## config.mk

```make
export PLATFORM = sky130hd
export DESIGN_NAME = watch_keypad
export DESIGN_NICKNAME = d
export VERILOG_FILES = /design/src/rtl/watch_pkg.sv /design/src/rtl/btn_debounce.sv /design/src/rtl/watch_keypad.sv
export SDC_FILE = /design/constraint.sdc
export NUM_CORES = 1
export LEC_CHECK = 0
export CAP_MARGIN = 20
export CORE_MARGIN = 1
export CORE_UTILIZATION = 45
export CTS_CLUSTER_SIZE = 10
export DETAILED_ROUTE_END_ITERATION = 6
export DONT_BUFFER_PORTS = 1
export SLEW_MARGIN = 0
export SYNTH_ARGS = -nofsm -noshare
export SYNTH_HDL_FRONTEND = slang
export SYNTH_SLANG_ARGS = --single-unit
```

## constraint.sdc

```tcl
create_clock -name clk -period 2 [get_ports clk]
set_clock_uncertainty 0.2 [all_clocks]
set_input_delay 0.4 -clock clk [delete_from_list [all_inputs] [get_ports clk]]
set_output_delay 0.4 -clock clk [all_outputs]
set_load 0.005 [all_outputs]
```

## src/rtl/watch_pkg.sv

```systemverilog
// watch_pkg
// Shared definitions for the watch front-end button controller:
//   - rep_state_t : states of the up/down auto-repeat machine
//   - SYNC_STAGES : depth of the per-button input synchroniser
//   - DEF_*       : default timing parameters (in clock cycles)
//   - BTN_*       : bit positions of the four buttons in packed vectors
//   - max_int     : helper used to size the shared repeat timer
package watch_pkg;

    typedef enum logic [1:0] {
        ST_IDLE   = 2'd0,
        ST_DELAY  = 2'd1,
        ST_REPEAT = 2'd2,
        ST_LOCK   = 2'd3
    } rep_state_t;

    localparam int SYNC_STAGES = 2;

    localparam int DEF_DEBOUNCE_CYCLES = 16;
    localparam int DEF_REPEAT_DELAY    = 64;
    localparam int DEF_REPEAT_RATE     = 16;

    localparam int BTN_MODE = 0;
    localparam int BTN_SEL  = 1;
    localparam int BTN_UP   = 2;
    localparam int BTN_DOWN = 3;

    function automatic int max_int(input int a, input int b);
        if (a > b) begin
            return a;
        end else begin
            return b;
        end
    endfunction

endpackage

```

## src/rtl/btn_debounce.sv

```systemverilog
// btn_debounce
// Synchronises one raw asynchronous button and debounces it. The debounced
// level only changes after DEBOUNCE_CYCLES consecutive synchronised samples
// disagree with it; a rising change of the debounced level is flagged for
// exactly one cycle on 'rise'.
// Ports:
//   clk   in  clock
//   rst   in  synchronous active-high reset
//   btn   in  raw asynchronous button level
//   level out debounced button level
//   rise  out one-cycle flag, high in the cycle after level rose
module btn_debounce
    import watch_pkg::*;
#(
    parameter int DEBOUNCE_CYCLES = DEF_DEBOUNCE_CYCLES
) (
    input  logic clk,
    input  logic rst,
    input  logic btn,
    output logic level,
    output logic rise
);

    localparam int CNT_W = $clog2(DEBOUNCE_CYCLES) + 1;
    localparam logic [CNT_W-1:0] CNT_LAST = CNT_W'(DEBOUNCE_CYCLES - 1);
    localparam logic [CNT_W-1:0] CNT_ZERO = CNT_W'(0);
    localparam logic [CNT_W-1:0] CNT_ONE  = CNT_W'(1);

    logic [SYNC_STAGES-1:0] sync_r;
    logic [CNT_W-1:0]       cnt_r;
    logic                   level_r;
    logic                   rise_r;
    logic                   sync_s;

    assign sync_s = sync_r[SYNC_STAGES-1];
    assign level  = level_r;
    assign rise   = rise_r;

    // Two-flop synchroniser for the raw button.
    always_ff @(posedge clk) begin
        if (rst) begin
            sync_r <= {SYNC_STAGES{1'b0}};
        end else begin
            sync_r <= {sync_r[SYNC_STAGES-2:0], btn};
        end
    end

    // Stability counter: the level flips on the last of DEBOUNCE_CYCLES differing samples.
    always_ff @(posedge clk) begin
        if (rst) begin
            cnt_r   <= CNT_ZERO;
            level_r <= 1'b0;
            rise_r  <= 1'b0;
        end else begin
            rise_r <= 1'b0;
            if (sync_s == level_r) begin
                cnt_r <= CNT_ZERO;
            end else if (cnt_r == CNT_LAST) begin
                level_r <= sync_s;
                cnt_r   <= CNT_ZERO;
                rise_r  <= sync_s;
            end else begin
                cnt_r <= cnt_r + CNT_ONE;
            end
        end
    end

endmodule

```

## src/rtl/watch_keypad.sv

```systemverilog
// watch_keypad
// Button front end for the settable 24-hour watch. Debounces four raw
// buttons and issues single-cycle command pulses. Up/down auto-repeat
// while held; pressing the opposite direction locks both out until
// both are released. At most one output is high per cycle, with
// priority mode > sel > inc/dec; a lower-priority event is dropped.
// Ports:
//   clk                                 in  clock shared with the watch core
//   rst                                 in  synchronous active-high reset
//   btn_mode, btn_sel, btn_up, btn_down in  raw asynchronous buttons
//   mode, sel, inc, dec                 out registered one-cycle commands
module watch_keypad
    import watch_pkg::*;
#(
    parameter int DEBOUNCE_CYCLES = DEF_DEBOUNCE_CYCLES,
    parameter int REPEAT_DELAY    = DEF_REPEAT_DELAY,
    parameter int REPEAT_RATE     = DEF_REPEAT_RATE
) (
    input  logic clk,
    input  logic rst,
    input  logic btn_mode,
    input  logic btn_sel,
    input  logic btn_up,
    input  logic btn_down,
    output logic mode,
    output logic sel,
    output logic inc,
    output logic dec
);

    localparam int TMR_W = max_int($clog2(REPEAT_DELAY), $clog2(REPEAT_RATE)) + 1;
    localparam logic [TMR_W-1:0] DELAY_LOAD = TMR_W'(REPEAT_DELAY - 1);
    localparam logic [TMR_W-1:0] RATE_LOAD  = TMR_W'(REPEAT_RATE - 1);
    localparam logic [TMR_W-1:0] TMR_ZERO   = TMR_W'(0);
    localparam logic [TMR_W-1:0] TMR_ONE    = TMR_W'(1);

    logic [3:0]       raw_s;
    logic [3:0]       level_s;
    logic [3:0]       rise_s;
    logic             cmd_free_s;
    logic             own_level_s;
    logic             opp_level_s;
    rep_state_t       state_r;
    logic [TMR_W-1:0] timer_r;
    logic             dir_r;     // 0: up/inc latched, 1: down/dec latched

    assign raw_s = {btn_down, btn_up, btn_sel, btn_mode};

    for (genvar i = 0; i < 4; i++) begin : g_btn
        btn_debounce #(
            .DEBOUNCE_CYCLES(DEBOUNCE_CYCLES)
        ) u_deb (
            .clk  (clk),
            .rst  (rst),
            .btn  (raw_s[i]),
            .level(level_s[i]),
            .rise (rise_s[i])
        );
    end

    // inc/dec may only drive the outputs when mode and sel are quiet.
    assign cmd_free_s  = ~rise_s[BTN_MODE] & ~rise_s[BTN_SEL];
    assign own_level_s = dir_r ? level_s[BTN_DOWN] : level_s[BTN_UP];
    assign opp_level_s = dir_r ? level_s[BTN_UP]   : level_s[BTN_DOWN];

    // Repeat FSM, shared timer and prioritised output registers. The FSM
    // advances identically whether or not its pulse wins the output.
    always_ff @(posedge clk) begin
        if (rst) begin
            state_r <= ST_IDLE;
            timer_r <= TMR_ZERO;
            dir_r   <= 1'b0;
            mode    <= 1'b0;
            sel     <= 1'b0;
            inc     <= 1'b0;
            dec     <= 1'b0;
        end else begin
            mode <= rise_s[BTN_MODE];
            sel  <= rise_s[BTN_SEL] & ~rise_s[BTN_MODE];
            inc  <= 1'b0;
            dec  <= 1'b0;
            case (state_r)
                ST_IDLE: begin
                    if (rise_s[BTN_UP] && rise_s[BTN_DOWN]) begin
                        state_r <= ST_LOCK;
                    end else if (rise_s[BTN_UP] && !level_s[BTN_DOWN]) begin
                        state_r <= ST_DELAY;
                        timer_r <= DELAY_LOAD;
                        dir_r   <= 1'b0;
                        inc     <= cmd_free_s;
                    end else if (rise_s[BTN_DOWN] && !level_s[BTN_UP]) begin
                        state_r <= ST_DELAY;
                        timer_r <= DELAY_LOAD;
                        dir_r   <= 1'b1;
                        dec     <= cmd_free_s;
                    end else begin
                        state_r <= ST_IDLE;
                    end
                end
                ST_DELAY, ST_REPEAT: begin
                    if (opp_level_s) begin
                        state_r <= ST_LOCK;
                    end else if (!own_level_s) begin
                        state_r <= ST_IDLE;
                    end else if (timer_r == TMR_ZERO) begin
                        state_r <= ST_REPEAT;
                        timer_r <= RATE_LOAD;
                        inc     <= cmd_free_s & ~dir_r;
                        dec     <= cmd_free_s & dir_r;
                    end else begin
                        timer_r <= timer_r - TMR_ONE;
                    end
                end
                ST_LOCK: begin
                    if (!level_s[BTN_UP] && !level_s[BTN_DOWN]) begin
                        state_r <= ST_IDLE;
                    end else begin
                        state_r <= ST_LOCK;
                    end
                end
                default: begin
                    state_r <= ST_IDLE;
                end
            endcase
        end
    end

endmodule

```

# After elaboration in Yosys (flattened, before gate mapping)
# Cells that the tools add are included.
[totals]
ff_bits = 50
latchBits = 0
mem_bits_rw = 0
romBits = 0
output_inout_bits = 4
wordCells = 117
n_memories = 0
[classes]
addsub = 5
n_mul = 0
n_div = 0
order_cmp = 0
eq_ne = 16
shifts = 0
n_mux = 32
bitwise_logic = 16
reduce_logical = 25
[op_table]
columns = ["cell", "n"]
rows = [
  ["$mux 7", 6],
  ["$reduce_or 3->1", 8],
  ["$add 5x1->5 const B", 4],
  ["$eq 5x4->1 const B", 4],
  ["$mux 1", 17],
  ["$pmux 7 s2", 1],
  ["$not 1->1", 12],
  ["$mux 2", 5],
  ["$reduce_and 2->1", 4],
  ["$logic_not 7->1", 1],
  ["$sub 7x1->7 const B", 1],
  ["$ne 2x2->1 const B", 3],
  ["$pmux 2 s3", 1],
  ["$reduce_and 5->1", 1],
  ["$and 1x1->1", 4],
  ["$eq 1x1->1", 4],
  ["$eq 2x2->1 const B", 2],
  ["$logic_and 1x1->1", 4],
  ["$ne 4x4->1 const B", 1],
  ["$pmux 1 s2", 2],
  ["$reduce_bool 2->1", 2],
  ["$ne 3x3->1 const B", 1],
  ["$reduce_and 3->1", 1],
  ["$eq 2x1->1 const B", 1],
  ["3 further kinds", 4],
]

# Longest topological paths before layout
# Gate-level depths: netlist of run 1.
[depth]
depth_word = 7
ltp_mapped = 7
ltp_nobuf = 6

# Hierarchy
# Synthesis of run 1 repeated with hierarchy kept, for this count alone.
[unflattened]
cells_unflattened = 221
area_unflattened_um2 = 2185.8
[by_module_without_submodules]
columns = ["module", "instances", "cells_each", "area_per_inst_um2"]
rows = [
  ["btn_debounce", 4, 29, 319.1],
  ["watch_keypad", 1, 105, 909.6],
]

# Worst setup path after synthesis of run 1
# OpenSTA, ideal clock, no wires.
[synth_path]
path_type = "register to register"
start = "register state_r[0]"
end = "register timer_r[5]"
arrival_ps = 1655
t_required_ps = 1669
setup_slack_ps = 13
stages_incl_launch_ff = 8
synth_period_minus_slack_ps = 1987
path_cell_list = "dfxtp_1 > inv_1 > ha_1 > or4bb_1 > and3_4 > buf_6 > o311ai_2 > o41ai_2"
[synth_via]
elab_chain_len = 4
elab_cells_between_ends = 11
classes_between = "6 x eq/ne; 1 x mux; 4 x reduce/logical"
[synth_rtl]
columns = ["item", "line_no", "rtl"]
rows = [
  ["start: declaration", "watch_keypad.sv:43", "rep_state_t state_r;"],
  ["start signal: assignment", "watch_keypad.sv:70", "state_r <= ST_IDLE;"],
  ["start signal: assignment", "watch_keypad.sv:85", "state_r <= ST_LOCK;"],
  ["start signal: assignment", "watch_keypad.sv:87", "state_r <= ST_DELAY;"],
  ["$eq 2x1->1 or $eq 2x2->1 (tied branches)", "watch_keypad.sv:82", "case (state_r)"],
  ["$reduce_or 2->1", "watch_keypad.sv:82", ""],
  ["$ne 2x2->1 (no source line) or $reduce_bool 2->1 (tied branches)", "-", ""],
  ["$reduce_and 5->1 (no source line)", "-", ""],
  ["end signal: assignment", "watch_keypad.sv:111", "timer_r <= timer_r - TMR_ONE;"],
  ["end: declaration", "watch_keypad.sv:44", "logic [TMR_W-1:0] timer_r;"],
]
# Several ways; a longest one is shown, not always the timed one.
# A chain may end at the register's enable or synchronous reset.

# Final worst setup path of run 1
# Same ends and word-level chain as after synthesis.

==> impl_metrics.py, run 1 <==
metrics = {
    "outcome": {
        "run_status": "finished with violations",
        "violations": "design-rule violations, negative hold slack",
    },
    "clocking": {
        "cts_hold_repair.buffers": 11,
        "root_buffer": "clkbuf_8",
        "tritoncts": "done",
        "max-clock-path-buffers": 2,
        "clock_latency_ns": 0.30,
        "cts_max_level": 2,
        "clock_sink_count": 50,
        "path_clk_slew_ns": 0.09,
        "tritoncts.num_buffers": 5,
    },
    "synth": {
        "synth_unique_cells": 47,
        "synth.ff_latch_count": 50,
        "syn-instance-count": 215,
        "yosysTopAreaCellShare": 0.471,
        "synthDominantAreaCellType": "dfxtp_1",
        "syn_area_per_cell_um2": 9.89,
        "sequential_cell_area_fraction_in_the_yosys_report": 0.471,
        "mappedNetlistNets": 233,
        "synth-async-reset-ratio": 0,
        "ys.warnings.count": 0,
        "synthesis.area_um2": 2130,
        "synth_enable_flop_cells": 0,
        "synth.top_cells.by_area": "dfxtp_1 (47%), ha_1 (7.1%), nor2_1 (5.3%), xnor2_1 (3.3%), nor2b_1 (2.9%)",
        "ys.flop_type": "dfxtp_1",
    },
    "routing": {
        "post_detailed_route_wirelength_per_cell_um": 13.2,
        "wirelength_mm": 3.81,
        "postRouteAntennaNets": 0,
        "post_drt_via_cell_ratio": 5.32,
        "drc": 2,
        "vias": 1537,
        "drtIter0Drc": 129,
        "drt_first_pass_iters": 6,
    },
    "placed_design": {
        "dp.final_hpwl_mm": 2.64,
        "numPortBuffers": 0,
        "place.gp.congestion": 0.820,
        "placedCellCount": 269,
        "preCtsSetupSlack_ns": -0.0203,
        "placement.cell_area_um2": 2220,
    },
    "critical_path": {
        "cp-end-kind": "flip-flop",
        "required_ns": 1.98,
        "worst-setup-path-type": "flip-flop to flip-flop",
        "worst_setup_path_startpoint": "state_r[0]",
        "worst-endpoint-arrival_ns": 1.97,
        "reg2reg_setup_slack_ns": 0.02,
        "path_max_fanout": 8,
        "r2r-start": "state_r[0]",
        "critical_path.reg2reg.endpoint": "timer_r[5]",
        "crit_end": "timer_r[5]",
        "critPathLaunchType": "flip-flop",
        "timing.reg2reg.worst_path_depth": 6,
    },
    "pwr": {
        "switch_share": 0.214,
        "power_switching_mw": 0.355,
        "power.clock.fraction": 0.375,
        "power.share.combinational": 0.018,
        "power.density_nw_per_um2": 666,
        "power_total_mw": 1.66,
        "ir_worst_vdd_mv": 0.463,
        "cellLeakagePower_nw": 0.963,
        "internal-power_mw": 1.31,
        "seq_power_share": 0.607,
    },
    "die": {
        "floorplan.die_area_um2": 5010,
        "row_count": 24,
        "chipHeight_um": 70.8,
        "die_x_um": 70.8,
        "start_util": 0.479,
        "io_pins": 10,
        "coreArea_um2": 4440,
    },
    "grt": {
        "grt_antenna_before_repair": 0,
        "grt_pass1_wl_mm": 6.61,
        "first_global_vias": 1494,
        "grt_util_all_layers": 0.170,
        "grt_max_degree": 31,
        "total_global_routing_overflow": 0,
    },
    "sta": {
        "slew_headroom": 0.812,
        "final.hold.worst_slack_ns": -0.0511,
        "timing_hold_violations_final": 11,
        "report.final.slew_viol_count": 0,
        "fmaxAchievable_mhz": 505,
        "report.final.setup_viol": 0,
        "period_minus_slack_ns": 1.98,
        "min_period_over_period": 0.991,
        "unrepaired_setup_endpoints_after_global_routing": "yes",
        "setup_total_negative_slack_ns": 0,
        "layout_setup_ws_ns": 0.0180,
        "worst_slew_pin_slew_ns": 0.281,
    },
    "final_layout": {
        "layout.cells.most_common": "dfxtp_1",
        "insertedDiodeCount": 0,
        "fin_nets": 254,
        "fill_cells": 395,
        "most_frequent_cells_in_the_layout": "dfxtp_1 (46), nor2_1 (30), inv_1 (12), dlygate4sd3_1 (11)",
        "syn_to_final_growth_pct": 17.4,
        "final_cells": 289,
        "post-route-util": 0.562,
        "drive_above_1_share": 0.177,
        "final_cell_area_um2": 2500,
    },
    "hold_path": {
        "timing.hold.worst_path_depth": 1,
        "holdCritPathClass": "input port to flip-flop",
    },
    "run": {
        "drv.max_cap_violation_count": 0,
    },
}
power groups by stage:
stage	logic (mW)	clock network, mW	registers [mW]
floorplan	0.0231	0	1.03
global placement	0.0188	0	1.03
detailed placement	0.0199	0	1.03
CTS	0.0300	0.645	1.01
global route	0.0337	0.701	1.01
finish	0.0302	0.624	1.01
critical path, stage by stage (launching register included):
cell      delay (ns)
dfxtp_2         0.34
inv_2           0.08
ha_4            0.14
or4bb_4         0.46
and3_4          0.24
o311ai_4        0.28
o41ai_2         0.11
sequential cells by signal, indices dropped and copies added (netlist names):
register,cells
dec,1
dir_r,1
g_btn.u_deb.cnt_r,20
g_btn.u_deb.level,4
g_btn.u_deb.rise,4
g_btn.u_deb.sync_r,8
inc,1
mode,1
sel,1
state_r,2
timer_r,7
repair_timing:
item                                    4_1_cts  5_1_grt
gates resized for setup                       1       17
setup buffers                                 0        1
endpoints found under the setup margin        3       10
pin swaps                                     1        1
endpoints found under the hold margin        24       13
worst min path at each step:
stage                                   startpoint                        to  slack, ns
after CTS                                      rst      g_btn[1].u_deb.level      -0.06
after global placement    g_btn[3].u_deb.sync_r[0]  g_btn[3].u_deb.sync_r[1]       0.22
after floorplan                g_btn[0].u_deb.rise                       sel       0.21
final                                          rst                timer_r[1]      -0.05
after detailed placement  g_btn[0].u_deb.sync_r[0]  g_btn[0].u_deb.sync_r[1]       0.22
after global routing                           rst                timer_r[1]      -0.08
kinds of logic (layout without fill, tap and decap cells):
logic type	Yosys count	count (layout)	share of synthesized area
compound gates	27	27	0.104
xor+xnor	12	12	0.0494
fa+ha+maj	12	12	0.0706
buf+inv	22	44	0.0447
flops	50	50	0.471
mux	4	4	0.0188
simple gates	88	88	0.242
synth_stat cells (2+ instances only):
master / number
a211oi_1: 2
nand2b_1: 3
ha_1: 12
inv_1: 15
or3_1: 5
nor3b_1: 2
dfxtp_1: 50
or4bb_1: 2
o31ai_1: 2
o21ai_0: 3
xnor2_1: 8
nand2_1: 2
nor2_1: 30
and3_1: 7
and3b_1: 2
nor2b_1: 10
a21oi_1: 5
nand3_1: 10
nor4bb_1: 3
xor2_1: 4
clkbuf_1: 4
o31a_1: 3
nor3_1: 2
o221ai_1: 2
o311ai_2: 2
mux2i_1: 4
per-layer routing:
layer | wire [um] | share of wire | vias to the layer above | GRT usage
met4 | 67 | 0.018 | 0 | 0.0733
li1 | - | - | 790 | -
met5 | 0 | 0 | - | 0
met3 | 133 | 0.035 | 8 | 0.0613
met1 | 1700 | 0.45 | 716 | 0.194
met2 | 1910 | 0.50 | 23 | 0.286
layout make-up:
cell class / instances / area (um2) / share of cell area
clock buffer: 6 / 82.6 / 0.0331
clock inverter: 2 / 16.3 / 0.00651
inverter: 15 / 56.3 / 0.0225
multi-input combinational: 143 / 1090 / 0.435
sequential: 50 / 1010 / 0.403
tap: 52 / 65.1 / 0.0261
timing repair buffer: 21 / 185 / 0.0741
Note: power is estimated with default switching activity, not from simulation.
==> run 2: changes to the inputs <==
--- a/config.mk
+++ b/config.mk
@@ -5,12 +5,13 @@
 export SDC_FILE = /design/constraint.sdc
 export NUM_CORES = 1
 export LEC_CHECK = 0
-export CAP_MARGIN = 20
+export CAP_MARGIN = 10
 export CORE_MARGIN = 1
 export CORE_UTILIZATION = 45
 export CTS_CLUSTER_SIZE = 10
 export DETAILED_ROUTE_END_ITERATION = 6
 export DONT_BUFFER_PORTS = 1
+export PLACE_DENSITY_LB_ADDON = 0.15
 export SLEW_MARGIN = 0
 export SYNTH_ARGS = -nofsm -noshare
 export SYNTH_HDL_FRONTEND = slang
==> run 2 against run 1 <==
The flow finishes with violations (negative hold slack). Setup slack got worse by 0.00074 ns. Sequential power about the same. Wire length increased by 10%. Largest cell class unchanged. Largest power group unchanged.
==> impl_metrics.py, run 2 (synthesis gave the netlist of run 1 again) <==
metrics = {
    "clocking": {
        "max-clock-path-buffers": 2,
        "root_buffer": "clkbuf_8",
        "tritoncts.num_buffers": 5,
        "tritoncts": "done",
        "cts_max_level": 2,
        "path_clk_slew_ns": 0.09,
        "clock_latency_ns": 0.30,
        "clock_sink_count": 50,
        "cts_hold_repair.buffers": 11,
    },
    "final_layout": {
        "layout.cells.most_common": "dfxtp_1",
        "insertedDiodeCount": 0,
        "most_frequent_cells_in_the_layout": "dfxtp_1 (47), nor2_1 (30), inv_1 (11)",
        "largest_register_ffs": 20,
        "fin_nets": 253,
        "syn_to_final_growth_pct": 19.5,
        "drive_above_1_share": 0.174,
        "reg_top3": "g_btn.u_deb.cnt_r: 20 flops, g_btn.u_deb.sync_r: 8 flops, timer_r: 7 flops",
        "fill_cells": 386,
        "final_cell_area_um2": 2540,
        "max_flop_register": "g_btn.u_deb.cnt_r",
    },
    "sta": {
        "report.final.slew_viol_count": 0,
        "timing_hold_violations_final": 12,
        "slew_headroom": 0.785,
        "worst_slew_pin_slew_ns": 0.321,
        "final.hold.worst_slack_ns": -0.0357,
        "unrepaired_setup_endpoints_after_global_routing": "yes",
        "min_period_over_period": 0.991,
        "period_minus_slack_ns": 1.98,
        "setup_total_negative_slack_ns": 0,
        "report.final.setup_viol": 0,
        "fmaxAchievable_mhz": 504,
    },
    "routing": {
        "wirelength_mm": 4.21,
        "post_drt_via_cell_ratio": 5.45,
        "drt_first_pass_iters": 4,
        "drtIter0Drc": 82,
        "vias": 1571,
        "drc": 0,
        "post_detailed_route_wirelength_per_cell_um": 14.6,
        "postRouteAntennaNets": 0,
    },
    "critical_path": {
        "critical_path.reg2reg.endpoint": "timer_r[4]",
        "critPathLaunchType": "flip-flop",
        "cp_cell_sequence": "inv_2, ha_4, or4bb_4, and3_4, o311ai_4, o31ai_1",
        "r2r-start": "state_r[0]",
        "worst_path_largest_cell_delay_ns": 0.48,
        "worst_path_dominant_cell_family": "simple AND/OR/NAND/NOR gates",
        "path_max_fanout": 8,
        "worst-setup-path-type": "flip-flop to flip-flop",
        "cp-end-kind": "flip-flop",
        "crit_slowest_cell": "or4bb_4",
        "required_ns": 1.99,
        "reg2reg_setup_slack_ns": 0.02,
        "cp_num_buf_inv": 1,
        "worst-endpoint-arrival_ns": 1.97,
        "timing.reg2reg.worst_path_depth": 6,
    },
    "placed_design": {
        "placement.cell_area_um2": 2210,
        "place.gp.congestion": 0.893,
        "dp.final_hpwl_mm": 2.84,
        "numPortBuffers": 0,
    },
    "pwr": {
        "power.density_nw_per_um2": 746,
        "cellLeakagePower_nw": 0.979,
        "power_total_mw": 1.90,
        "ir_worst_vdd_mv": 0.463,
    },
    "die": {
        "coreArea_um2": 4440,
        "row_count": 24,
        "chipHeight_um": 70.8,
        "io_pins": 10,
        "floorplan.die_area_um2": 5010,
        "start_util": 0.479,
        "die_x_um": 70.8,
    },
    "hold_path": {
        "hold_path.startpoint": "rst",
        "holdCritPathClass": "input port to flip-flop",
        "timing.hold.worst_endpoint": "g_btn[2].u_deb.level",
        "timing.hold.worst_path_depth": 1,
    },
    "grt": {
        "first_global_vias": 1678,
        "total_global_routing_overflow": 0,
        "grt_max_degree": 31,
        "grt_antenna_before_repair": 0,
        "grt_util_all_layers": 0.183,
        "grt_pass1_wl_mm": 7.19,
    },
    "outcome": {
        "run_status": "finished with violations",
        "violations": "negative hold slack",
    },
    "run": {
        "drv.max_cap_violation_count": 0,
    },
}
==> run 2: worst max-delay path by stage <==
stage,startpoint,end,depth (start not counted),slack (ns)
6_report,state_r[0],timer_r[4],6,0.02
3_5_place_dp,state_r[0],timer_r[5],6,-0.05
5_1_grt,state_r[0],timer_r[4],6,-0.04
3_3_place_gp,state_r[0],timer_r[5],6,0.04
4_1_cts,timer_r[0],state_r[1],7,0.00009
2_1_floorplan,state_r[0],timer_r[5],7,0.01
==> run 2: through the flow <==
step,hold WS [ns],instances,setup slack (ns),utilization
detailed placement,0.231,268,-0.0504,0.498
CTS,-0.0518,288,0.0000877,0.564
global placement,0.224,268,0.0445,0.498
finish,-0.0357,288,0.0173,0.572
floorplan,0.206,215,0.0133,-
global route,-0.0619,288,-0.0423,0.572
==> run 2: worst reg2reg max path, delay by kind of cell (launching register included) <==
family	cells	cell delay, ns
DFF	1	0.34
AOI/OAI and AO/OA	2	0.39
buffers and inverters	1	0.08
and+or+nand+nor	2	0.72
adders and majority gates	1	0.14
==> run 2: area by class of cell <==
class,instances,area (um2),area share
sequential,50,1000,0.395
clock buffer,6,82.6,0.0325
timing repair buffer,20,175,0.0689
multi-input combinational,143,1100,0.432
clock inverter,2,60.1,0.0236
tap,52,65.1,0.0256
inverter,15,56.3,0.0221
==> run 2: layer usage <==
metal | GRT usage | routed length [um]
met5 | 0 | 0
met4 | 0.0844 | 74
met2 | 0.334 | 2220
met1 | 0.199 | 1800
met3 | 0.0442 | 123
==> run 2: power by group <==
group          leakage, nW  internal [mW]  total [mW]  switching, mW
Clock               0.0714          0.533       0.857          0.324
Combinational        0.502         0.0188      0.0307         0.0119
Sequential           0.406           1.00        1.01        0.00531
Total                0.979           1.56        1.90          0.341
==> run 2: timing repair <==
| item | CTS | global route |
|---|---|---|
| setup buffers | 1 | 1 |
| gates cloned | 0 | 0 |
| endpoints found under the setup margin | 5 | 9 |
| endpoints found under the hold margin | 24 | 14 |
| pin swaps | 3 | 1 |
| gates resized for setup | 9 | 9 |
==> run 3: changes to the inputs <==
--- a/config.mk
+++ b/config.mk
@@ -5,13 +5,14 @@
 export SDC_FILE = /design/constraint.sdc
 export NUM_CORES = 1
 export LEC_CHECK = 0
-export CAP_MARGIN = 10
+export CAP_MARGIN = 0
 export CORE_MARGIN = 1
 export CORE_UTILIZATION = 45
 export CTS_CLUSTER_SIZE = 10
 export DETAILED_ROUTE_END_ITERATION = 6
 export DONT_BUFFER_PORTS = 1
 export PLACE_DENSITY_LB_ADDON = 0.15
+export REMOVE_ABC_BUFFERS = 1
 export SLEW_MARGIN = 0
 export SYNTH_ARGS = -nofsm -noshare
 export SYNTH_HDL_FRONTEND = slang
==> run 3 against run 2 <==
The run still ends with negative hold slack left. Sequential cell count did not move. Wire length decreased by 10%. Via count decreased by 0.95%. Final area shrank 2.6%. Critical path depth is 2 lower. First-iteration DRC count grew 35%. Utilization is 1.5 points lower. Count of clock-buffer cells in the layout shrank 1. Critical path type unchanged. Critical endpoint is now timer_r[5]. Largest cell class unchanged.
==> impl_metrics.py, run 3 (synthesis gave the netlist of run 1 again) <==
metrics = {
    "placed_design": {
        "dp.final_hpwl_mm": 2.53,
        "place.gp.congestion": 0.861,
        "placement.cell_area_um2": 2210,
        "numPortBuffers": 0,
    },
    "final_layout": {
        "drive_above_1_share": 0.153,
        "max_flop_register": "g_btn.u_deb.cnt_r",
        "layout.cells.most_common": "dfxtp_1",
        "reg_top3": "g_btn.u_deb.cnt_r: 20 flops, g_btn.u_deb.sync_r: 8 flops, timer_r: 7 flops",
        "fill_cells": 395,
        "fin_nets": 252,
        "largest_register_ffs": 20,
        "syn_to_final_growth_pct": 16.4,
        "final_cell_area_um2": 2480,
        "post-route-util": 0.557,
        "most_frequent_cells_in_the_layout": "dfxtp_1 (48), nor2_1 (30), inv_1 (11), dlygate4sd3_1 (11)",
        "insertedDiodeCount": 0,
    },
    "grt": {
        "total_global_routing_overflow": 0,
        "grt_util_all_layers": 0.165,
        "grt_max_degree": 31,
        "grt_antenna_before_repair": 0,
        "first_global_vias": 1566,
        "grt_pass1_wl_mm": 6.49,
    },
    "clocking": {
        "path_clk_slew_ns": 0.09,
        "tritoncts.num_buffers": 5,
        "cts_hold_repair.buffers": 11,
        "root_buffer": "clkbuf_8",
        "clock_latency_ns": 0.30,
        "clock_sink_count": 50,
        "tritoncts": "done",
        "cts.repair_timing.setup_buffer_count": 0,
        "cts_max_level": 2,
        "max-clock-path-buffers": 2,
    },
    "critical_path": {
        "worst-setup-path-type": "flip-flop to flip-flop",
        "cp_cell_sequence": "or3_4, or3_4, o31a_1, o41ai_2",
        "cp-end-kind": "flip-flop",
        "path_max_fanout": 3,
        "cpMostUsedCell": "or3_4",
        "r2r-start": "timer_r[0]",
        "critPathLaunchType": "flip-flop",
        "worst_setup_path_startpoint": "timer_r[0]",
        "worst-endpoint-arrival_ns": 1.97,
        "crit_slowest_cell": "or3_4",
        "worst_path_largest_cell_delay_ns": 0.39,
        "required_ns": 2.02,
    },
    "die": {
        "coreArea_um2": 4440,
        "start_util": 0.479,
        "io_pins": 10,
        "row_count": 24,
        "floorplan.die_area_um2": 5010,
        "die_x_um": 70.8,
        "chipHeight_um": 70.8,
    },
    "sta": {
        "period_minus_slack_ns": 1.95,
        "min_period_over_period": 0.974,
        "timing_hold_violations_final": 11,
        "unrepaired_setup_endpoints_after_global_routing": "yes",
        "slew_headroom": 0.804,
        "report.final.slew_viol_count": 0,
        "fmaxAchievable_mhz": 513,
        "report.final.setup_viol": 0,
        "worst_slew_pin_slew_ns": 0.294,
        "final.hold.worst_slack_ns": -0.0462,
    },
    "hold_path": {
        "hold_path.startpoint": "rst",
        "holdCritPathClass": "input port to flip-flop",
    },
    "routing": {
        "drt_first_pass_iters": 4,
        "drc": 0,
        "post_drt_via_cell_ratio": 5.42,
        "vias": 1556,
        "wirelength_mm": 3.78,
        "postRouteAntennaNets": 0,
        "post_detailed_route_wirelength_per_cell_um": 13.2,
        "drtIter0Drc": 111,
    },
    "pwr": {
        "cellLeakagePower_nw": 0.958,
        "ir_worst_vdd_mv": 0.580,
        "power.density_nw_per_um2": 658,
    },
    "outcome": {
        "run_status": "finished with violations",
        "violations": "negative hold slack",
    },
    "run": {
        "drv.max_cap_violation_count": 0,
    },
}
-- run 3: metal layers --
layer | routed length (um) | track usage | up-vias
li1 | - | - | 789
met4 | 68 | 0.0844 | 0
met3 | 116 | 0.0456 | 6
met2 | 1880 | 0.288 | 22
met1 | 1710 | 0.183 | 739
met5 | 0 | 0 | -
-- run 3: final cells by class --
class	instances	area (um2)	area share
Multi-Input combinational cell	143	1090	0.439
Sequential cell	50	1000	0.405
Timing Repair Buffer	19	174	0.0702
Clock buffer	5	68.8	0.0278
Tap cell	52	65.1	0.0263
Inverter	15	56.3	0.0227
Clock inverter	3	22.5	0.00910
-- run 3: worst paths after layout --
kind / slack (ns) / end / depth (start not counted)
worst max register to register: 0.05 / timer_r[5] / 4
worst min register to register: 0.25 / g_btn[3].u_deb.cnt_r[0] / 1
worst max-delay path: 0.05 / timer_r[5] / 4
worst min-delay path: -0.05 / g_btn[1].u_deb.level / 1
-- run 3: what timing repair did --
item                       CTS  global route
hold endpoints to repair    24            13
setup endpoints to repair    6            11
pin swaps                    2             5
gates resized for setup      2            14
-- run 3: per-stage QoR --
stage          setup WS [ns]  hold slack [ns]  setup TNS, ns  power (mW)  std cells
3_3_place_gp          0.0649            0.223              0        1.05        268
6_report              0.0512          -0.0462              0        1.63        287
2_1_floorplan         0.0400            0.202              0        1.05        208
4_1_cts              0.00745          -0.0596              0        1.65        287
5_1_grt              -0.0276          -0.0687        -0.0750        1.70        287
3_5_place_dp         -0.0146            0.225        -0.0232        1.05        268
-- run 3: power breakdown --
| part | switching (mW) | total [mW] | internal [mW] |
|---|---|---|---|
| Sequential | 0.00526 | 1.01 | 1.00 |
| Combinational | 0.0111 | 0.0297 | 0.0187 |
| Clock | 0.338 | 0.591 | 0.253 |
| Total | 0.354 | 1.63 | 1.28 |
-- run 3: worst max-delay path, delay by kind of cell, from the launching register on --
kind	cells	cell delay, ns
compound gates	2	0.56
flops	1	0.35
simple gates	2	0.75
